File: config.mk
export PLATFORM = sky130hd
export DESIGN_NAME = channel_window_averager_flat
export DESIGN_NICKNAME = d
export VERILOG_FILES = /design/src/rtl/channel_window_averager_pkg.sv /design/src/rtl/channel_window_averager_if.sv /design/src/rtl/channel_window_averager_seq_const_divider.sv /design/src/rtl/channel_window_averager.sv /design/src/flat_wrapper.sv
export SDC_FILE = /design/constraint.sdc
export NUM_CORES = 1
export LEC_CHECK = 0
export CAP_MARGIN = 20
export CORE_UTILIZATION = 52
export DETAILED_ROUTE_END_ITERATION = 8
export GPL_ROUTABILITY_DRIVEN = 0
export PLACE_DENSITY = 0.81
export SLEW_MARGIN = 20
export SYNTH_ARGS = -nofsm -noshare
export SYNTH_HDL_FRONTEND = slang
export SYNTH_HIERARCHICAL = 1
export SYNTH_SLANG_ARGS = --single-unit
export TNS_END_PERCENT = 10
File: constraint.sdc
create_clock -name clk -period 1.93 [get_ports clk]
set_input_delay 0.193 -clock clk [delete_from_list [all_inputs] [get_ports clk]]
set_output_delay 0.193 -clock clk [all_outputs]
set_load 0.03 [all_outputs]
File: src/rtl/channel_window_averager_pkg.sv
// ch_avg_pkg: geometry and types shared by the window buffer and the channel averager.
package ch_avg_pkg;
    localparam int NUM_CHANNELS = 14;
    localparam int NUM_SAMPLES  = 10;
    localparam int SAMPLE_W     = 8;
    localparam int CH_W         = 4;
    localparam int IDX_W        = 4;
    localparam int SUM_W        = 12;

    typedef logic [SUM_W-1:0]    sum_t;
    typedef logic [SAMPLE_W-1:0] sample_t;
    typedef logic [CH_W-1:0]     ch_t;
    typedef logic [IDX_W-1:0]    idx_t;

    typedef enum logic [2:0] {IDLE, READ, DIV, OUT, FIN} state_t;

    localparam ch_t  LAST_CH  = CH_W'(NUM_CHANNELS - 1);
    localparam idx_t LAST_IDX = IDX_W'(NUM_SAMPLES - 1);
    localparam idx_t END_IDX  = IDX_W'(NUM_SAMPLES);
endpackage

File: src/rtl/channel_window_averager_if.sv
// channel_window_averager_if: window-buffer read port plus valid/ready result stream.
interface channel_window_averager_if;
    import ch_avg_pkg::*;
    logic    buf_rd_en;
    ch_t     buf_rd_ch;
    idx_t    buf_rd_idx;
    sample_t buf_rd_data;
    logic    out_valid;
    logic    out_ready;
    ch_t     out_ch;
    sample_t out_avg;

    modport master (
        output buf_rd_en, buf_rd_ch, buf_rd_idx, out_valid, out_ch, out_avg,
        input  buf_rd_data, out_ready
    );
    modport slave (
        input  buf_rd_en, buf_rd_ch, buf_rd_idx, out_valid, out_ch, out_avg,
        output buf_rd_data, out_ready
    );
endinterface

File: src/rtl/channel_window_averager_seq_const_divider.sv
// seq_const_divider: fixed-latency restoring divide by a constant, one quotient bit per cycle.
module seq_const_divider
    import ch_avg_pkg::*;
#(
    parameter int W       = SUM_W,
    parameter int DIVISOR = NUM_SAMPLES,
    parameter int QW      = SAMPLE_W
) (
    input  logic          clk,
    input  logic          reset,
    input  logic          i_start,
    input  logic [W-1:0]  i_dividend,
    output logic [QW-1:0] o_quotient,
    output logic          o_done
);
    localparam int CW = $clog2(W + 1);

    logic [W-1:0]  r_rem;
    logic [W-1:0]  r_quo;
    logic [CW-1:0] r_cnt;
    logic [W:0]    w_trial;
    logic          w_ge;

    assign w_trial    = {r_rem, r_quo[W-1]};
    assign w_ge       = w_trial >= (W+1)'(DIVISOR);
    assign o_quotient = r_quo[QW-1:0];

    always_ff @(posedge clk) begin
        if (reset) begin
            r_rem  <= '0;
            r_quo  <= '0;
            r_cnt  <= '0;
            o_done <= 1'b0;
        end else if (i_start) begin
            r_rem  <= '0;
            r_quo  <= i_dividend;
            r_cnt  <= CW'(W);
            o_done <= 1'b0;
        end else if (r_cnt != '0) begin
            r_rem  <= W'(w_ge ? w_trial - (W+1)'(DIVISOR) : w_trial);
            r_quo  <= {r_quo[W-2:0], w_ge};
            r_cnt  <= r_cnt - CW'(1);
            o_done <= r_cnt == CW'(1);
        end else begin
            o_done <= 1'b0;
        end
    end
endmodule

File: src/rtl/channel_window_averager.sv
// channel_window_averager: per frame, reads each channel's window, averages it, streams (ch, avg).
// Define CH_AVG_ROUND_NEAREST_EN for round-half-up averages instead of truncation.
module channel_window_averager
    import ch_avg_pkg::*;
(
    input  logic                        clk,
    input  logic                        reset,
    input  logic                        start,
    channel_window_averager_if.master   bus,
    output logic                        busy,
    output logic                        done,
    output logic                        overrun
);
    state_t  r_state;
    ch_t     r_ch;
    idx_t    r_k;
    sum_t    r_acc;
    sum_t    w_dividend;
    sample_t w_quo;
    logic    w_div_start;
    logic    w_div_done;
    logic    w_more;

    // The last sample arrives on the final READ cycle, so it is summed straight into the divider load.
    assign w_div_start = (r_state == READ) && (r_k == END_IDX);
    assign w_more      = r_k < LAST_IDX;
    assign busy        = r_state != IDLE;
`ifdef CH_AVG_ROUND_NEAREST_EN
    assign w_dividend  = r_acc + sum_t'(bus.buf_rd_data) + sum_t'(NUM_SAMPLES / 2);
`else
    assign w_dividend  = r_acc + sum_t'(bus.buf_rd_data);
`endif

    seq_const_divider #(.W(SUM_W), .DIVISOR(NUM_SAMPLES), .QW(SAMPLE_W)) u_div (
        .clk        (clk),
        .reset      (reset),
        .i_start    (w_div_start),
        .i_dividend (w_dividend),
        .o_quotient (w_quo),
        .o_done     (w_div_done)
    );

    always_ff @(posedge clk) begin
        if (reset) begin
            r_state        <= IDLE;
            r_ch           <= '0;
            r_k            <= '0;
            r_acc          <= '0;
            bus.buf_rd_en  <= 1'b0;
            bus.buf_rd_ch  <= '0;
            bus.buf_rd_idx <= '0;
            bus.out_valid  <= 1'b0;
            bus.out_ch     <= '0;
            bus.out_avg    <= '0;
            done           <= 1'b0;
            overrun        <= 1'b0;
        end else begin
            if (start && r_state != IDLE)
                overrun <= 1'b1;
            case (r_state)
                IDLE: if (start) begin
                    r_state        <= READ;
                    r_ch           <= '0;
                    r_k            <= '0;
                    r_acc          <= '0;
                    bus.buf_rd_en  <= 1'b1;
                    bus.buf_rd_ch  <= '0;
                    bus.buf_rd_idx <= '0;
                end
                READ: begin
                    r_k            <= r_k + idx_t'(1);
                    bus.buf_rd_en  <= w_more;
                    bus.buf_rd_ch  <= w_more ? r_ch : '0;
                    bus.buf_rd_idx <= w_more ? r_k + idx_t'(1) : '0;
                    if (r_k != '0)
                        r_acc <= r_acc + sum_t'(bus.buf_rd_data);
                    if (r_k == END_IDX)
                        r_state <= DIV;
                end
                DIV: if (w_div_done) begin
                    r_state       <= OUT;
                    bus.out_valid <= 1'b1;
                    bus.out_ch    <= r_ch;
                    bus.out_avg   <= w_quo;
                end
                OUT: if (bus.out_ready) begin
                    bus.out_valid <= 1'b0;
                    if (r_ch == LAST_CH) begin
                        r_state <= FIN;
                        done    <= 1'b1;
                    end else begin
                        r_state        <= READ;
                        r_ch           <= r_ch + ch_t'(1);
                        r_k            <= '0;
                        r_acc          <= '0;
                        bus.buf_rd_en  <= 1'b1;
                        bus.buf_rd_ch  <= r_ch + ch_t'(1);
                        bus.buf_rd_idx <= '0;
                    end
                end
                FIN: begin
                    done    <= 1'b0;
                    r_state <= IDLE;
                end
                default: r_state <= IDLE;
            endcase
        end
    end
endmodule

File: src/flat_wrapper.sv
// flat-port wrapper written by rule: the top's interface ports become plain ports
module channel_window_averager_flat import ch_avg_pkg::*;
  (clk, reset, start, busy, done, overrun, bus_buf_rd_en, bus_buf_rd_ch, bus_buf_rd_idx, bus_out_valid, bus_out_ch, bus_out_avg, bus_buf_rd_data, bus_out_ready);
  channel_window_averager_if bus_i ();
  input  logic clk;
  input  logic reset;
  input  logic start;
  output logic busy;
  output logic done;
  output logic overrun;
  output wire logic [$bits(bus_i.buf_rd_en)-1:0] bus_buf_rd_en;
  output wire logic [$bits(bus_i.buf_rd_ch)-1:0] bus_buf_rd_ch;
  output wire logic [$bits(bus_i.buf_rd_idx)-1:0] bus_buf_rd_idx;
  output wire logic [$bits(bus_i.out_valid)-1:0] bus_out_valid;
  output wire logic [$bits(bus_i.out_ch)-1:0] bus_out_ch;
  output wire logic [$bits(bus_i.out_avg)-1:0] bus_out_avg;
  input wire logic [$bits(bus_i.buf_rd_data)-1:0] bus_buf_rd_data;
  input wire logic [$bits(bus_i.out_ready)-1:0] bus_out_ready;
  assign bus_buf_rd_en = bus_i.buf_rd_en;
  assign bus_buf_rd_ch = bus_i.buf_rd_ch;
  assign bus_buf_rd_idx = bus_i.buf_rd_idx;
  assign bus_out_valid = bus_i.out_valid;
  assign bus_out_ch = bus_i.out_ch;
  assign bus_out_avg = bus_i.out_avg;
  assign bus_i.buf_rd_data = bus_buf_rd_data;
  assign bus_i.out_ready = bus_out_ready;
  channel_window_averager u_core (.clk(clk), .reset(reset), .start(start), .bus(bus_i), .busy(busy), .done(done), .overrun(overrun));
endmodule
; ---- After elaboration in Yosys (flattened, before gate mapping)
; Index checks and enable logic that the tools add are counted.
[totals]
mem_count = 0
rom_bits = 0
word_cells = 96
inputBits = 12
reg_bits = 76
mem_bits_rw = 0
latch_bits = 0
[classes]
multipliers = 0
shifts = 0
n_mux = 37
div = 0
reduce_logical = 20
eq_ne = 14
addsub = 5
n_lt_le_gt_ge = 2
bitwise = 1
[ops]
columns = cell, count
row1 = 12-bit two-way mux, 7
row2 = 4-bit two-way mux, 9
row3 = 12-bit case mux with 3 select lines, 1
row4 = 4-bit case mux with 3 select lines, 3
row5 = 3-bit two-way mux, 5
row6 = 13-bit by 4-bit greater-or-equal comparator with 1-bit output (second input constant), 1
row7 = 12-bit by 8-bit adder with 12-bit output, 1
row8 = 2-bit inequality test (second input constant), 6
row9 = 3-bit case mux with 4 select lines, 1
row10 = 4-bit AND reduction, 3
row11 = 12-bit by 4-bit subtractor with 12-bit output (second input constant), 1
row12 = 4-bit by 1-bit adder with 4-bit output (second input constant), 2
row13 = 4-bit == test (second input constant), 2
row14 = 4-bit case mux with 2 select lines, 1
row15 = 2-bit nonzero test, 4
row16 = 4-bit nonzero test, 2
row17 = 1-bit two-way mux, 7
row18 = 3-bit by 2-bit == test with 1-bit output (second input constant), 2
row19 = 3-bit AND reduction, 2
row20 = 3-bit nonzero test, 2
row21 = 5-bit AND reduction, 1
row22 = 4-bit by 1-bit == test with 1-bit output (second input constant), 1
row23 = 4-bit less-than comparator (second input constant), 1
row24 = 1-bit case mux with 2 select lines, 2
row25 = other kinds (11), 12

; ---- Depth between registers and ports, before layout
; Gate-level depths: netlist of run 1.
[logic_depth]
depth_word = 4
depth_mapped = 9
mapped_depth_nobuf = 9

; ---- By module
; Netlist of run 1, hierarchy kept.
[modules_own_cells]
columns = module, area_each_um2, instances, seq_area_each_um2, cells_each
row1 = channel_window_averager, 2521.2, 1, 940.9, 296
row2 = seq_const_divider, 1517.7, 1, 580.6, 193

; ---- Worst setup path before layout of run 1
; No wires, ideal clock.
[synth_path]
path_type = reg2reg
from = register u_core.r_acc[0]
to = register u_core.u_div.r_quo[10]
setup_ns = 0.091
t_required_ns = 1.839
path_buffers = 0
arrival_ns = 1.930
stages_incl_launch_ff = 10
path_slack_ns = -0.091
cell_sequence = dfxtp_1 -> ha_1 -> fa_1 -> a21o_1 -> a221oi_1 -> o21bai_1 -> nand3_1 -> xnor2_1 -> nor2_1 -> a311oi_1
[synth_between]
elab_chain_len = 2
[synth_lines]
columns = item, line_no
row1 = "start, declared", channel_window_averager.sv:17  ; sum_t r_acc;
row2 = "start signal, assigned", channel_window_averager.sv:76  ; r_acc <= r_acc + sum_t'(bus.buf_rd_data);
row3 = 12-bit by 8-bit adder with 12-bit output, channel_window_averager.sv:31  ; assign w_dividend = r_acc + sum_t'(bus.buf_rd_data);
row4 = via u_core.w_dividend[10], channel_window_averager.sv:18  ; sum_t w_dividend;
row5 = 12-bit two-way mux, channel_window_averager_seq_const_divider.sv:34  ; end else if (i_start) begin
row6 = "end signal, assigned", channel_window_averager_seq_const_divider.sv:36  ; r_quo <= i_dividend;
row7 = "end signal, assigned", channel_window_averager_seq_const_divider.sv:41  ; r_quo <= {r_quo[W-2:0], w_ge};
row8 = "end, declared", channel_window_averager_seq_const_divider.sv:19  ; logic [W-1:0] r_quo;
; The timed path passes the listed nets, and every way through them passes these cells.
; A chain may end at the register's enable or synchronous reset.

; ---- Worst setup path after layout of run 1
; Same ends and word-level chain as after synthesis.

==> out/qor.txt, run 1 <==
Period minus WS final: 2.02 ns
commonest cells after routing, fill and taps aside: dfxtp_1, nand2_1, nor2_1
Core ar.: 0.00737 mm²
initial antenna violation count: 0
arrival time at the worst endpoint: 2.28 ns
Worst Tran Pin Value: 0.451 ns
routing usage on met2: 40.7%
drt first pass iters: 5
Final Hold Viols: 0
Routed WL per cell: 15.0 µm
worst hold-check path type: in -> reg
post-DP HPWL: 6830 µm
Yosys warning count: 6
Final Worst Setup Slack: -0.0928 ns
DR DRC count: 0
crit share post-route: 105%
hold buffers post-CTS: 0
Worst Path Max Fanout: 3
Leak: 1.95 nW
Antenna Violating Nets Remaining: 0
Clock Latency Late Sink: 0.35 ns
ANT cells: 0
Syn Nets: 519
CTS root buf: clkbuf_8
DIE WIDTH: 90.1 µm
vias per inst: 5.78
crit path launch type: register
final setup fails: 6
Post-Synthesis Cells: 489
CTS tree: done
Synth cell types: 65
Design Area, Final: 0.00496 mm²
first-pass GRT wire length: 16400 µm
Seq cells post-synth: 76
Max IR drop VDD: 732 µV
Layout area overhead: 22.7%
status: finished with violations
commonest non-fill, non-tap cell in the layout: dfxtp_1
drt total wl: 9800 µm
Final Power: 0.00479 W
die area: 0.00812 mm²
Rows: 31
post-synthesis cell area: 0.00404 mm²
Cells after DPL: 636
overall routing resource usage: 24.6%
CTS sink count: 76
GR Layer Usage met1: 31.1%
sequential area share after synthesis: 37.7%
failing checks: setup timing
largest net degree at the start of global routing: 33
Final Max Slew Viols: 0
EDFF count, synth: 0
gr ovfl total: 0
share of flip-flops with an asynchronous set or reset: 0%
post-layout util: 67.2%
Layout Cells excl Fill: 654
Top Usage Layer GRT: met2
WS Path Type: reg -> reg
Post-DP Area: 0.00468 mm²
Starting Density: 54.8%
deepest clock path buffer count: 2
Layout Nets: 580
fmax: 0.494 GHz
die height: 90.1 µm
nature of the critical path endpoint: register
total CTS buffers: 9
port bufs: 36
Data required, critical path: 2.19 ns
vias: 3781
Clock transition at path regs: 0.08 ns
filler instances: 598
top_reg_cell synth: dfxtp_1
RSZ-0062 raised after global routing: yes
CTS H-tree lvls: 3
Mapped Avg Cell Area: 8.26 µm²
Pwr per Cell Area: 967 mW/mm²
IO Pins: 37
vias in the first global route: 3527
Slew Limit Headroom: 69.9%
DR iter-0 viols: 213
max cap viols: 0
layout cells sized above 1: 18.9%
Clock Skews: 0.00860 ns
M3 GR Usage: 3.89%
-- stage by stage --
| stage | hold WS (ns) | TNS [ns] | setup slack, ns |
|---|---|---|---|
| 2_1_floorplan | 0.265 | -0.0597 | -0.0597 |
| 3_3_place_gp | 0.439 | -4.96 | -0.445 |
| 3_5_place_dp | 0.447 | -6.24 | -0.556 |
| 4_1_cts | 0.187 | -0.220 | -0.0814 |
| 5_1_grt | 0.206 | -1.57 | -0.162 |
| 6_report | 0.207 | -0.221 | -0.0928 |
-- report_power, final --
| part | leakage [nW] | total [W] | internal [W] | switching, W |
|---|---|---|---|---|
| registers | 0.619 | 0.00191 | 0.00174 | 0.000174 |
| clock network | 0.106 | 0.00122 | 0.000633 | 0.000591 |
| logic | 1.22 | 0.00166 | 0.000743 | 0.000916 |
| total | 1.95 | 0.00479 | 0.00311 | 0.00168 |
-- kinds of logic after synthesis --
group | after synthesis | share of synthesized area [%]
xor gates and xnor gates | 17 | 3.69
and+or+nand+nor | 188 | 22.8
AOI/OAI and AO/OA | 140 | 23.1
muxes | 2 | 0.558
adders and majority gates | 18 | 5.76
buffers and inverters | 48 | 6.41
DFF | 76 | 37.7
-- cell usage after synthesis (all sizes together), types with 2 or more instances --
cell / count / area share (%)
a22o: 6 / 1.3
inv: 14 / 1.3
o21a: 5 / 0.93
nand3b: 4 / 0.74
or3: 5 / 0.99
o21bai: 2 / 0.37
nand2: 68 / 6.4
a221oi: 3 / 1.1
a31oi: 6 / 0.93
and3: 4 / 0.62
or2: 4 / 0.68
o211ai: 2 / 0.37
nor4: 3 / 0.46
a21oi: 46 / 5.7
ha: 17 / 5.3
clkbuf: 18 / 1.7
o22ai: 2 / 0.31
a21o: 4 / 0.74
a311oi: 9 / 2.0
o21ai: 25 / 3.4
nor2: 55 / 5.2
or4: 3 / 0.65
nand2b: 4 / 0.62
o31ai: 2 / 0.37
xor2: 6 / 1.3
mux2: 2 / 0.56
dfxtp: 76 / 38
nor3b: 3 / 0.81
xnor2: 11 / 2.4
a211o: 2 / 0.43
or3b: 2 / 0.43
nand3: 15 / 1.9
a22oi: 10 / 1.9
buf: 16 / 3.4
a211oi: 8 / 1.5
nor3: 11 / 1.5
-- worst max-delay path: stages, from the launching register on --
cell and delay [ns]:
dfxtp_2 0.35, ha_4 0.17, fa_2 0.33, a21o_1 0.21, a221oi_2 0.28, o21bai_2 0.12
nand3_1 0.11, xnor2_1 0.12, nor2_1 0.06, a311oi_1 0.19
-- what timing repair did --
action                     in CTS  in global routing
gates resized for setup        12                  4
setup buffers                   1                  1
setup endpoints to repair      15                 26
pin swaps                       8                  3
-- cell type report --
class	count	area [µm²]	area share, %
Multi-Input combinational cell	365	2330	47.0
Sequential cell	76	1520	30.7
Timing Repair Buffer	84	727	14.7
Clock buffer	10	138	2.78
Tap cell	99	124	2.50
Clock inverter	6	62.6	1.26
Inverter	14	52.6	1.06
-- routing by layer --
| metal | part of all wire (%) | wire length [µm] | vias to the layer above |
|---|---|---|---|
| met5 | 0 | 0 | - |
| met4 | 2.2 | 211 | 0 |
| li1 | - | - | 1845 |
| met3 | 5.4 | 529 | 21 |
| met2 | 49 | 4850 | 138 |
| met1 | 43 | 4210 | 1777 |
-- flip-flops by register name (all words and copies together), names as in the netlist --
signal	cells
u_core/u_div/r_quo	12
u_core/r_ch	4
u_core/bus.buf_rd_idx	4
u_core/bus.out_ch	4
u_core/done	1
u_core/bus.out_valid	1
u_core/r_k	4
u_core/overrun	1
u_core/bus.out_avg	8
u_core/u_div/r_rem	12
u_core/u_div/o_done	1
u_core/r_acc	12
u_core/bus.buf_rd_ch	4
u_core/u_div/r_cnt	4
u_core/r_state	3
u_core/bus.buf_rd_en	1
-- final timing paths --
kind | slack [ns] | cells after the start | endpoint | from
worst max-delay path | -0.09 | 9 | u_core/u_div/r_quo[10] | u_core/r_acc[0]
worst min-delay path | 0.21 | 2 | u_core/r_acc[0] | reset
worst max register to register | -0.09 | 9 | u_core/u_div/r_quo[10] | u_core/r_acc[0]
worst min register to register | 0.46 | 2 | u_core/bus.buf_rd_ch[2] | u_core/bus.buf_rd_ch[2]
Power figures use the tool's default switching activity.
==> run 2, diff against run 1 <==
- ABC_AREA: default -> 1
==> out/qor.txt, run 2 <==
status: complete, no violations
Max IR drop VDD: 638 µV (-13%)
commonest non-fill, non-tap cell in the layout: nand2_1
vias in the first global route: 3592 (+1.8%)
drt total wl: 8980 µm (-8.3%)
deepest clock path buffer count: 2 (unchanged)
WS Path Type: reg -> reg
die height: 91.4 µm (+1.4%)
DIE WIDTH: 91.4 µm (+1.4%)
fmax: 0.573 GHz (+16%)
final setup fails: 0 (-6)
Seq cells post-synth: 76 (unchanged)
Mapped Avg Cell Area: 6.99 µm² (-15%)
Final Hold Viols: 0 (unchanged)
top_reg_cell synth: dfxtp_1
Final Power: 0.00596 W (+24%)
crit path launch type: register
Final Max Slew Viols: 0 (unchanged)
Switch Pwr: 0.00254 W (+51%)
CTS tree: done
RSZ-0062 raised after global routing: no
Pwr per Cell Area: 1240 mW/mm² (+29%)
DR iter-0 viols: 211 (-0.94%)
Layout area overhead: 15.4%
FF-to-FF path depth: 10 (+1)
Antenna Violating Nets Remaining: 0 (unchanged)
Net Sw Frac: 42.6% (+7.5 points)
area of the multi-input gates: 0.00219 mm² (-5.8%)
layout cells sized above 1: 10.7% (-8.2 points)
arrival time at the worst endpoint: 2.03 ns (-0.25 ns)
Worst Tran Pin Value: 0.456 ns (+0.00456 ns)
Data required, critical path: 2.21 ns (+0.02 ns)
Synth area leaders: dfxtp_1, nand2_1, a21oi_1, inv_1, nand3_1
DR DRC count: 0 (unchanged)
ANT cells: 0 (unchanged)
Syn Nets: 624 (+20%)
Clock transition at path regs: 0.08 ns (about the same)
most frequent cell after synthesis: nand2_1
Clock Latency Late Sink: 0.35 ns (about the same)
Clk network pwr share: 20.4% (-5.1 points)
vias: 3873 (+2.4%)
share of flip-flops with an asynchronous set or reset: 0% (unchanged)
overall routing resource usage: 22.6% (-2.0 points)
Routed WL per cell: 12.2 µm (-19%)
CTS H-tree lvls: 3 (unchanged)
Storage cell area: 0.00152 mm² (-0.16%)
Seq pwr share: 35.7% (-4.1 points)
crit share post-route: 90.4% (-14 points)
Post-CTS Setup Bufs: 0 (-1)
hold depth: 2 (unchanged)
Period minus WS final: 1.74 ns (-0.279 ns)
Post-Synthesis Cells: 594 (+21%)
Core ar.: 0.00773 mm² (+4.9%)
Rows: 32 (+3.2%)
port bufs: 36 (unchanged)
Regs by FF count: u_core/r_acc: 12 flops, u_core/u_div/r_quo: 12 flops, u_core/u_div/r_rem: 12 flops
IO Pins: 37 (unchanged)
post-synthesis cell area: 0.00415 mm² (+2.9%)
synth cell count leaders: nand2_1, dfxtp_1, inv_1
Slew Limit Headroom: 69.6% (-0.34 points)
Yosys warning count: 6 (unchanged)
max cap viols: 0 (unchanged)
filler instances: 679 (+14%)
commonest cells after routing, fill and taps aside: nand2_1, dfxtp_1, inv_1
dpl ws: -0.128 ns (+0.428 ns)
Clock Skews: 0.00495 ns (-0.00364 ns)
Worst Path Max Fanout: 3 (unchanged)
Synth cell types: 38 (-42%)
largest net degree at the start of global routing: 30 (-9.1%)
die area: 0.00835 mm² (+2.8%)
worst hold-check path type: reg -> reg
Leak: 1.99 nW (+2.4%)
initial antenna violation count: 0 (unchanged)
Synth area leader: dfxtp_1
drt first pass iters: 6 (+1)
vias per inst: 5.26 (-9.0%)
post-DP HPWL: 6450 µm (-5.6%)
Combinational Power Share: 43.9% (+9.3 points)
EDFF count, synth: 0 (unchanged)
CTS root buf: clkbuf_8
Starting Density: 53.8% (-1.0 points)
share of the synthesized area in the top cell type: 36.6% (-1.0 points)
Pint: 0.00342 W (+10%)
first-pass GRT wire length: 15400 µm (-5.7%)
nature of the critical path endpoint: register
total CTS buffers: 9 (unchanged)
Final Worst Setup Slack: 0.186 ns (+0.279 ns)
gr ovfl total: 0 (unchanged)
sequential area share after synthesis: 36.6% (-1.0 points)
CTS sink count: 76 (unchanged)
Layout Nets: 659 (+14%)
run 2: logic make-up after synthesis:
| group | Yosys count | share of synthesized area (%) |
|---|---|---|
| AOI/OAI and AO/OA | 120 | 16.2 |
| xor gates and xnor gates | 12 | 2.53 |
| adders and majority gates | 18 | 5.60 |
| buffers and inverters | 102 | 10.8 |
| DFF | 76 | 36.6 |
| and+or+nand+nor | 266 | 28.2 |
run 2: final timing paths:
kind	slack (ns)	endpoint	startpoint
worst min-delay path	0.45	u_core/bus.out_ch[0]	u_core/bus.out_ch[0]
worst min register to register	0.45	u_core/bus.out_ch[0]	u_core/bus.out_ch[0]
worst max register to register	0.19	u_core/u_div/r_quo[8]	u_core/r_acc[0]
worst max-delay path	0.19	u_core/u_div/r_quo[8]	u_core/r_acc[0]
run 2: metal layers:
layer	wire [µm]	share of wire, %	up-vias	global-route usage, %
met5	0	0	-	0
met4	109	1.2	0	5.82
met3	464	5.2	15	5.44
met2	4260	47	102	39.9
met1	4150	46	1763	27.4
li1	-	-	1993	-
run 2: repair_timing:
item,in CTS,in global routing
pin swaps,0,0
endpoints found under the setup margin,1,14
gates resized for setup,1,2
hold buffers,0,0
gates cloned,0,0
run 2: stage by stage:
stage	instance area (µm²)	hold WS, ns	cells	setup TNS, ns	utilization (%)
finish	4790	0.447	736	0	62.0
global route	4790	0.468	736	0	62.0
CTS	4780	0.452	736	0	61.9
detailed placement	4590	0.439	720	-0.501	59.4
global placement	4590	0.434	720	-0.185	59.4
floorplan	4150	0.262	594	0	-
run 2: worst max-delay path, cell delays in order (launching register included):
cell	delay (ns)
dfxtp_1	0.32
ha_1	0.21
fa_1	0.38
nand2_1	0.07
nand3_1	0.11
nand3_1	0.12
nand2_1	0.07
nand2_1	0.08
and2_1	0.12
nand2_1	0.05
a31oi_1	0.15
run 2: layout make-up:
class,instances,share of cell area (%)
Clock buffer,12,3.03
Clock inverter,4,1.02
Inverter,74,5.79
Multi-Input combinational cell,416,45.8
Sequential cell,76,31.7
Tap cell,102,2.66
Timing Repair Buffer,52,10.0
run 2: power groups by stage:
stage                     logic (W)  clock network, W  registers (W)
after CTS                   0.00261           0.00125        0.00213
after global routing        0.00295           0.00129        0.00217
after floorplan             0.00205                 0        0.00219
after global placement      0.00252                 0        0.00215
final                       0.00262           0.00121        0.00213
after detailed placement    0.00260                 0        0.00216
==> run 3, diff against run 2 <==
- CORE_UTILIZATION: 52 -> 30
- PLACE_DENSITY: 0.81 -> 0.54
- SYNTH_HIERARCHICAL: 1 -> default
==> out/qor.txt, run 3 <==
status: complete, no violations
Routed WL per cell: 12.3 µm (+0.50%)
Worst Tran Pin Value: 0.588 ns (+0.132 ns)
share of the synthesized area in the top cell type: 36.5% (-0.13 points)
Final Worst Setup Slack: 0.0592 ns (-0.127 ns)
Starting Density: 31.1% (-23 points)
Mapped Avg Cell Area: 7.09 µm² (+1.4%)
top_reg_cell synth: dfxtp_1
die height: 120 µm (+31%)
initial antenna violation count: 0 (unchanged)
Max IR drop VDD: 452 µV (-29%)
first-pass GRT wire length: 17300 µm (+12%)
worst hold-check path type: reg -> reg
RSZ-0062 raised after global routing: no
overall routing resource usage: 15.2% (-7.4 points)
commonest non-fill, non-tap cell in the layout: nand2_1
Data required, critical path: 1.74 ns (-0.47 ns)
hold buffers post-CTS: 0 (unchanged)
Clock transition at path regs: 0.06 ns (-0.02 ns)
total CTS buffers: 9 (unchanged)
Regs by FF count: u_core.r_acc: 12 flops, u_core.u_div.r_quo: 12 flops, u_core.u_div.r_rem: 12 flops
share of flip-flops with an asynchronous set or reset: 0% (unchanged)
Rows: 42 (+31%)
Final Power: 0.00660 W (+11%)
Layout Nets: 668 (+1.4%)
Final Max Slew Viols: 0 (unchanged)
CTS root buf: clkbuf_16
Clock Latency Late Sink: 0.34 ns (about the same)
arrival time at the worst endpoint: 1.68 ns (-0.35 ns)
Post-CTS Setup Bufs: 0 (unchanged)
Period minus WS final: 1.87 ns (+0.127 ns)
final total negative setup slack: 0 ns (unchanged)
vias in the first global route: 3660 (+1.9%)
Slew Limit Headroom: 60.8% (-8.8 points)
Core ar.: 0.0134 mm² (+73%)
nature of the critical path endpoint: output port
crit share post-route: 96.9% (+6.6 points)
sequential area share after synthesis: 36.5% (-0.13 points)
Clock Skews: 0.00632 ns (+0.00137 ns)
gr ovfl total: 0 (unchanged)
WS Path Type: reg -> out
Pwr per Cell Area: 1290 mW/mm² (+3.8%)
largest net degree at the start of global routing: 27 (-10%)
Yosys warning count: 0 (-6)
ANT cells: 0 (unchanged)
drt first pass iters: 5 (-1)
IO Pins: 37 (unchanged)
CTS sink count: 76 (unchanged)
Synth cell types: 38 (unchanged)
synth cell count leaders: nand2_1, dfxtp_1, inv_1
Synth area leader: dfxtp_1
post-synthesis cell area: 0.00417 mm² (+0.36%)
Final Hold Viols: 0 (unchanged)
most frequent cell after synthesis: nand2_1
vias per inst: 4.73 (-10%)
Syn Nets: 618 (-0.96%)
Worst Path Max Fanout: 5 (+2)
Seq cells post-synth: 76 (unchanged)
DR iter-0 viols: 263 (+25%)
layout cells sized above 1: 13.1% (+2.3 points)
crit path launch type: register
DR DRC count: 0 (unchanged)
deepest clock path buffer count: 2 (unchanged)
final setup fails: 0 (unchanged)
vias: 3872 (-0.026%)
Antenna Violating Nets Remaining: 0 (unchanged)
CTS H-tree lvls: 3 (unchanged)
fmax: 0.535 GHz (-6.8%)
Post-Synthesis Cells: 588 (-1.0%)
EDFF count, synth: 0 (unchanged)
drt total wl: 10000 µm (+12%)
CTS tree: done
Synth area leaders: dfxtp_1, nand2_1, a21oi_1, inv_1, ha_1
port bufs: 36 (unchanged)
Leak: 2.14 nW (+7.3%)
Layout area overhead: 22.5%
DIE WIDTH: 120 µm (+31%)
max cap viols: 0 (unchanged)
die area: 0.0144 mm² (+72%)
dpl ws: -0.171 ns (-0.0437 ns)
post-DP HPWL: 7440 µm (+15%)
commonest cells after routing, fill and taps aside: nand2_1, dfxtp_1, inv_1
==> run 3: metrics by stage <==
| stage | hold WS [ns] | instance area, µm² | instances | utilization (%) |
|---|---|---|---|---|
| 2_1_floorplan | 0.338 | 4170 | 588 | - |
| 3_3_place_gp | 0.438 | 4810 | 803 | 35.9 |
| 3_5_place_dp | 0.440 | 4810 | 803 | 35.9 |
| 4_1_cts | 0.449 | 5100 | 819 | 38.1 |
| 5_1_grt | 0.476 | 5110 | 819 | 38.1 |
| 6_report | 0.446 | 5110 | 819 | 38.1 |
==> run 3: area by class of cell <==
cell class,instances,area (µm²)
Inverter,82,308
Multi-Input combinational cell,409,2210
Sequential cell,76,1520
Tap cell,176,220
Timing Repair Buffer,60,553
Clock buffer,12,246
Clock inverter,4,48.8
Fill cell,1435,8290
==> run 3: kinds of logic (layout without fill, tap and decap cells) <==
logic type      Yosys count  in the layout  share of synthesized area (%)
fa+ha+maj                18             18                           5.58
compound gates          131            131                           17.3
flops                    76             76                           36.5
buf+inv                 103            158                           10.7
xor+xnor                 11             11                           2.31
simple gates            249            249                           27.6
==> run 3: report_power, final <==
part	switching [W]	leakage, nW	internal, W
registers	0.000237	0.619	0.00186
clock network	0.000656	0.147	0.00103
logic	0.00182	1.37	0.000998
==> run 3: final timing paths <==
kind / from / end / slack, ns / cells after the start
max: u_core.r_state[0] / busy / 0.06 / 3
min: u_core.bus.out_avg[3] / u_core.bus.out_avg[3] / 0.45 / 2
max reg2reg: u_core.u_div.r_rem[0] / u_core.u_div.r_rem[2] / 0.17 / 11
min reg2reg: u_core.bus.out_avg[3] / u_core.bus.out_avg[3] / 0.45 / 2
==> run 3: critical path, cell delays in order, from the launching register on <==
cell and delay (ns):
dfxtp_1 0.47, nor2_2 0.10, nand2_4 0.10, clkdlybuf4s50_1 0.67
==> run 3: repair_timing <==
item                                    CTS  global route
resized for setup                         1             1
hold endpoints to repair                  0             0
pin swaps                                 0             2
endpoints found under the setup margin    1             3
gates cloned                              0             0
==> run 3: routing by layer <==
layer	up-vias	global-route usage [%]	share of wire (%)
met2	69	23.4	44
met3	13	3.09	3.5
met4	0	6.88	2.1
li1	2005	-	-
met1	1785	20.4	51
met5	-	0	0
